## src/rtl/iob_pkg.sv

```systemverilog
// Shared types and constants for the PDS bus responder.
// Holds the FSM state type, the register map indices and the synchronizer depth.
package iob_pkg;

    typedef enum logic [2:0] {
        S_IDLE,
        S_DSWAIT,
        S_WAIT,
        S_ACK,
        S_HOLD
    } state_t;

    localparam logic [1:0] REG_CTRL = 2'd0;
    localparam logic [1:0] REG_SCR  = 2'd1;
    localparam logic [1:0] REG_STAT = 2'd2;
    localparam logic [1:0] REG_ID   = 2'd3;

    localparam int SYNC_DEPTH = 2;

endpackage

```

## src/rtl/iob_slave_sync2.sv

```systemverilog
// Multi-flop synchronizer for one asynchronous PDS strobe.
// Resets to RST_VAL so the strobe reads as negated until real samples arrive.
module sync2
    import iob_pkg::*;
#(
    parameter logic RST_VAL = 1'b1
) (
    input  logic clk,
    input  logic rst,
    input  logic d,
    output logic q
);

    logic [SYNC_DEPTH-1:0] ff;

    always_ff @(posedge clk or posedge rst) begin
        if (rst) begin
            ff <= {SYNC_DEPTH{RST_VAL}};
        end else begin
            ff <= {ff[SYNC_DEPTH-2:0], d};
        end
    end

    assign q = ff[SYNC_DEPTH-1];

endmodule

```

## src/rtl/iob_slave.sv

```systemverilog
// PDS bus responder: decodes 68000-style cycles aimed at an 8-byte register
// window, inserts wait states and answers with DTACK and read data.
module iob_slave
    import iob_pkg::*;
#(
    parameter logic [23:0] BASE  = 24'hF0_0000,
    parameter int unsigned WAITS = 2,
    parameter logic [15:0] ID    = 16'h5753
) (
    input  logic        CLK,
    input  logic        RES,
    input  logic        nAS,
    input  logic        RnW,
    input  logic        nUDS,
    input  logic        nLDS,
    input  logic [23:1] A,
    input  logic [15:0] Din,
    input  logic [15:0] STAT,
    output logic        DTACK,
    output logic        DOE,
    output logic [15:0] Dout,
    output logic [15:0] CTRL,
    output logic        WSTB
);

    localparam logic [3:0] WAIT_INIT = 4'(WAITS);

    logic       nas_q, nuds_q, nlds_q;
    logic       as_s, uds_s, lds_s;
    logic       as_d;
    state_t     state;
    logic [1:0] reg_idx;
    logic       rnw_l, hit, uds_l, lds_l;
    logic [3:0] count;
    logic [15:0] scratch;
    logic [15:0] rd_data;

    sync2 #(.RST_VAL(1'b1)) u_sync_as  (.clk(CLK), .rst(RES), .d(nAS),  .q(nas_q));
    sync2 #(.RST_VAL(1'b1)) u_sync_uds (.clk(CLK), .rst(RES), .d(nUDS), .q(nuds_q));
    sync2 #(.RST_VAL(1'b1)) u_sync_lds (.clk(CLK), .rst(RES), .d(nLDS), .q(nlds_q));

    assign as_s  = ~nas_q;
    assign uds_s = ~nuds_q;
    assign lds_s = ~nlds_q;

    always_comb begin
        rd_data = 16'h0000;
        case (reg_idx)
            REG_CTRL: rd_data = CTRL;
            REG_SCR:  rd_data = scratch;
            REG_STAT: rd_data = STAT;
            REG_ID:   rd_data = ID;
            default:  rd_data = 16'h0000;
        endcase
    end

    // DTACK, DOE, Dout and the write commit are registered on the WAIT->ACK
    // edge, so they are visible for the whole ACK cycle.
    always_ff @(posedge CLK or posedge RES) begin
        if (RES) begin
            state   <= S_IDLE;
            as_d    <= 1'b0;
            reg_idx <= 2'd0;
            rnw_l   <= 1'b1;
            hit     <= 1'b0;
            uds_l   <= 1'b0;
            lds_l   <= 1'b0;
            count   <= 4'd0;
            scratch <= 16'h0000;
            CTRL    <= 16'h0000;
            DTACK   <= 1'b0;
            DOE     <= 1'b0;
            Dout    <= 16'h0000;
            WSTB    <= 1'b0;
        end else begin
            as_d <= as_s;
            WSTB <= 1'b0;
            case (state)
                S_IDLE: begin
                    if (as_s && !as_d) begin
                        reg_idx <= A[2:1];
                        rnw_l   <= RnW;
                        hit     <= (A[23:3] == BASE[23:3]);
                        state   <= S_DSWAIT;
                    end
                end
                S_DSWAIT: begin
                    if (!as_s) begin
                        state <= S_IDLE;
                    end else if (!hit) begin
                        state <= S_HOLD;
                    end else if (uds_s || lds_s) begin
                        uds_l <= uds_s;
                        lds_l <= lds_s;
                        count <= WAIT_INIT;
                        state <= S_WAIT;
                    end
                end
                S_WAIT: begin
                    if (!as_s) begin
                        state <= S_IDLE;
                    end else if (count == 4'd0) begin
                        state <= S_ACK;
                        DTACK <= 1'b1;
                        if (rnw_l) begin
                            DOE  <= 1'b1;
                            Dout <= rd_data;
                        end else if (reg_idx == REG_CTRL) begin
                            if (uds_l) CTRL[15:8] <= Din[15:8];
                            if (lds_l) CTRL[7:0]  <= Din[7:0];
                        end else if (reg_idx == REG_SCR) begin
                            if (uds_l) scratch[15:8] <= Din[15:8];
                            if (lds_l) scratch[7:0]  <= Din[7:0];
                        end
                    end else begin
                        count <= count - 4'd1;
                    end
                end
                S_ACK: begin
                    WSTB  <= !rnw_l && (reg_idx == REG_CTRL);
                    state <= S_HOLD;
                end
                S_HOLD: begin
                    if (!as_s) begin
                        DTACK <= 1'b0;
                        DOE   <= 1'b0;
                        Dout  <= 16'h0000;
                        state <= S_IDLE;
                    end
                end
                default: state <= S_IDLE;
            endcase
        end
    end

endmodule

```

## config.mk

```make
export PLATFORM = sky130hd
export DESIGN_NAME = iob_slave
export DESIGN_NICKNAME = d
export VERILOG_FILES = /design/src/rtl/iob_pkg.sv /design/src/rtl/iob_slave_sync2.sv /design/src/rtl/iob_slave.sv
export SDC_FILE = /design/constraint.sdc
export NUM_CORES = 1
export LEC_CHECK = 0
export CAP_MARGIN = 20
export CORE_MARGIN = 1
export CORE_UTILIZATION = 50
export DETAILED_ROUTE_END_ITERATION = 10
export GPL_TIMING_DRIVEN = 0
export PLACE_DENSITY = 0.88
export SLEW_MARGIN = 20
export SYNTH_ARGS = -nofsm -noshare
export SYNTH_HDL_FRONTEND = slang
export SYNTH_HIERARCHICAL = 1
export SYNTH_SLANG_ARGS = --single-unit
```

## constraint.sdc

```tcl
create_clock -name CLK -period 4.6 [get_ports CLK]
set_input_delay 0.92 -clock CLK [delete_from_list [all_inputs] [get_ports CLK]]
set_output_delay 0.92 -clock CLK [all_outputs]
set_load 0.02 [all_outputs]
```

# Word level (Yosys, flattened, before mapping)
# Cells that the tools add are included.
# word_totals
register_bits	71
in_bits	61
out_inout_bits	35
wordCells	93
# classes
addsub	1
n_eq_ne	19
mux	29
bitwise	5
n_reduce_logical	20
# ops
cell	n
16-bit two-way mux	4
16-bit one-hot mux with 4 select lines	1
16-bit one-hot mux with 2 select lines	1
21-bit == test, second input constant	1
3-bit two-way mux	7
4-bit two-way mux	5
6-bit AND reduction	3
2-bit inequality test, second input constant	8
3-bit one-hot mux with 5 select lines	1
7-bit AND reduction	2
4-bit AND reduction	3
4-bit one-hot mux with 2 select lines	1
1-bit two-way mux	7
3-bit by 2-bit == test with 1-bit output, second input constant	2
1-bit inverter	5
5-bit AND reduction	1
2-bit == test, second input constant	2
4-bit logical NOT	1
4-bit by 3-bit inequality test with 1-bit output, second input constant	1
1-bit one-hot mux with 2 select lines	2
2-bit nonzero test	2
4-bit by 1-bit subtractor with 4-bit output, second input constant	1
3-bit by 1-bit == test with 1-bit output, second input constant	1
3-bit == test, second input constant	1
other kinds (9)	11

# Depth between registers and ports, before layout
# depth
word_depth	6
depth_mapped	8
depth_no_buf	6

# Modules after synthesis
# The synthesis kept the hierarchy.
# modules_own_cells
mod	n_inst	cells_each	area_per_inst_um2	seq_area_each_um2
iob_slave	1	247	2996.6	1627.8
sync2	3	3	56.3	52.6

# Worst setup path before layout
# OpenSTA, ideal clock, no wires.
# synth_path
path_type	register to register
from	register count[0]
to	register scratch[10]
setup_time_ps	125
arrival_time_ps	1984
t_required_ps	4475
setup_slack_ps	2491
path_stages_with_launch	8
n_path_buf	1
synth_period_minus_slack_ps	2109
cell_sequence	dfrtp_1 > inv_1 > ha_1 > or3b_2 > nor3_4 > and3_1 > buf_4 > mux2_2
# synth_between
elab_chain_len	2
# synth_rtl
item	line_no	source
start: declaration	iob_slave.sv:34	logic [3:0] count;
start signal: assignment	iob_slave.sv:116	count <= count - 4'd1;
4-bit logical NOT	iob_slave.sv:102	end else if (count == 4'd0) begin
7-bit AND reduction (no source line)	-	
end signal: assignment	iob_slave.sv:112	if (uds_l) scratch[15:8] <= Din[15:8];
end: declaration	iob_slave.sv:35	logic [15:0] scratch;
# Every way passes these cells.
# A chain may end at the register's enable or synchronous reset.

# Worst setup path after layout
# layout_path
from	register count[0]
to	register scratch[2]
# Same word-level chain as after synthesis.

==> results.json <==
{
  "synth_xor_area_share_pct": 0,
  "grt_max_degree": 51,
  "avgSynthCellArea_um2": 12.4,
  "multiInputGateArea_mm2": 0.00127,
  "crit_path_max_fanout": 8,
  "finalClockSkew_ps": 15.2,
  "criticalPathCategory": "flop to flop",
  "min_to": "u_sync_uds/ff[1]",
  "grt_pass1_vias": 2549,
  "async_flop_share_pct": 100,
  "syn2layout_area_growth_pct": 39.8,
  "drc_errors": 0,
  "wl_per_cell_um": 18.0,
  "hold_viol": 0,
  "pin_count": 96,
  "r2r-end": "scratch[2]",
  "netlist.area_leader.share_pct": 50.6,
  "antenna_found_initial": 0,
  "synthMuxAreaShare_pct": 18.2,
  "die_w_um": 81.6,
  "period_share_pct": 50.8,
  "synthSimpleGateAreaFrac_pct": 10.0,
  "tightest_slew_ps": 754,
  "setup-tns-final_ps": 0,
  "rsz0062_at_grt": "no",
  "drt_pass1_iterations": 4,
  "critPathTopFamily": "simple AND/OR/NAND/NOR gates",
  "dieHeight_um": 81.6,
  "synth.area.top_cells": "dfrtp_1, mux2_2, dfstp_2",
  "syn-cell-area_mm2": 0.00317,
  "core_mm2": 0.00603,
  "dp_hpwl_mm": 5.57,
  "slowest_delay_ps": 540,
  "cp.depth": 7,
  "postSynthCellCount": 256,
  "crit_path_cell_trace": "inv_1 -> ha_1 -> or3b_2 -> nor3_4 -> and3_1 -> buf_4 -> mux2_2",
  "synth_cell_types": 41,
  "post_cts_buffers": 0,
  "leakagePower_nw": 1.91,
  "numClockSinks": 71,
  "rows": 28,
  "synth_top_family_by_area": "multiplexers",
  "initial_utilization_pct": 52.5,
  "reg2reg_depth": 7,
  "drive_gt1_share_pct": 21.8,
  "synth_enable_flop_cells": 0,
  "tritoncts": "done",
  "arrival_ps": 2560,
  "r2r_slack_ps": 2270,
  "netlist_top_cells_count": "dfrtp_1, mux2_2, nor2_1, o21ai_0, o22ai_1",
  "grt_usage_pct": 25.6,
  "yosys_warnings": 6,
  "synth_ff_type": "dfrtp_1",
  "diodes": 0,
  "drt_iter0_drc": 153,
  "routed_wl_mm": 7.95,
  "clockBufferDepth": 2,
  "yosysMostFrequentCell": "dfrtp_1",
  "final-setup-viol-count": 0,
  "path_clk_slew_ps": 70,
  "slew_violations": 0,
  "ir_drop_v": 0.000237,
  "htree_levels": 3,
  "io_buffers": 95,
  "finalPower_mw": 1.60,
  "maxCapViolations": 0,
  "cts-root-buf": "clkbuf_8",
  "dieArea_mm2": 0.00665,
  "grt_first_pass_wirelength_mm": 12.3,
  "final-seq-area_mm2": 0.00179,
  "vias": 2503,
  "ys_seq_elements": 71,
  "ant_nets": 0,
  "crit_path_end_kind": "flop",
  "synth-compound-area-share_pct": 11.7,
  "reg2reg_from": "count[0]",
  "synth_largest_area_cell": "dfrtp_1",
  "crit_buf_inv": 2,
  "cts.repair.resized": 0,
  "hp-start": "u_sync_uds/ff[0]",
  "min_path_type": "flop to flop",
  "cts_made_buffers": 9,
  "max_freq_mhz": 428,
  "cp-start-kind": "flop",
  "clk-insertion-delay-late_ps": 350,
  "fin_crit_ps": 2330,
  "hold-path-cell-count": 0,
  "syn_nets": 318,
  "crit_slowest_cell": "or3b_2",
  "grt_overflow": 0,
  "fin_nets": 425,
  "hold_buffers": 0,
  "outcome": "complete, no violations",
  "gp_congestion": 0.843,
  "fillerInstances": 400,
  "slew_headroom_pct": 49.8,
  "cellPowerDensity_mw_per_mm2": 362,
  "synthAdderAreaFrac_pct": 0.395,
  "vias_per_cell": 5.66,
  "required_ps": 4830,
  "synth_seq_area_share_pct": 56.4
}
flip-flops by register name (all words and copies together), names as in the netlist, 2 cells and up:
register       cells
scratch           16
state              3
count              4
reg_idx            2
CTRL              16
u_sync_as/ff       2
u_sync_uds/ff      2
u_sync_lds/ff      2
Dout              16
per-stage QoR:
step	std cells	util, %	setup slack, ps	instance area (µm²)	hold slack [ps]
finish	442	73.5	2270	4430	357
global route	442	73.5	2070	4430	360
CTS	442	73.5	2260	4430	357
detailed placement	427	70.4	2280	4240	347
global placement	426	69.9	891	4210	346
floorplan	256	-	2060	3170	345
power breakdown:
group / switching, mW / internal (mW) / total [mW]
sequential: 0.0302 / 0.661 / 0.691
clock: 0.234 / 0.246 / 0.480
combinational: 0.235 / 0.195 / 0.431
worst register-to-register path, stage by stage, from the launching register on:
cell and delay [ps]:
dfrtp_1 410, inv_1 70, ha_1 210, or3b_2 540
nor3_4 260, and3_1 190, buf_4 180, mux2_2 350
worst max-delay path by stage:
stage | from | to
CTS | count[0] | scratch[2]
detailed placement | count[0] | Dout[13]
global route | count[1] | Dout[13]
floorplan | RES | CTRL[0]
global placement | RES | CTRL[9]
finish | count[0] | scratch[2]
cell families (layout without fill, tap and decap cells):
group / Yosys count / in the layout
adders and majority gates: 1 / 1
buffers and inverters: 25 / 136
and+or+nand+nor: 55 / 55
DFF: 71 / 71
AOI/OAI and AO/OA: 52 / 52
muxes: 52 / 52
placed cells by master, fill, tap and decap left out, drive strengths merged, types with 9 or more instances in the layout:
cell type / instances
clkbuf: 15
o21ai: 12
inv: 11
o2bb2ai: 9
o22ai: 12
mux2: 45
nand2: 11
nor2: 15
clkdlybuf4s50: 95
dfrtp: 64
buf: 9
final cells by class:
class                      instances  area share [%]
sequential                        71            40.3
inverter                          11           0.989
multi-input combinational        160            28.8
tap                               75            2.12
clock inverter                     6            1.41
timing repair buffer              96            22.1
clock buffer                       9            2.80
buffer                            14            1.44
layer usage:
layer	wire (µm)	share of wire, %	vias up	GRT usage, %
li1	-	-	1159	-
met2	4100	52	94	42.3
met3	459	5.8	17	4.89
met5	0	0	-	0
met4	176	2.2	0	13.5
met1	3210	40	1233	31.7
Note: power is estimated with default switching activity, not from simulation.
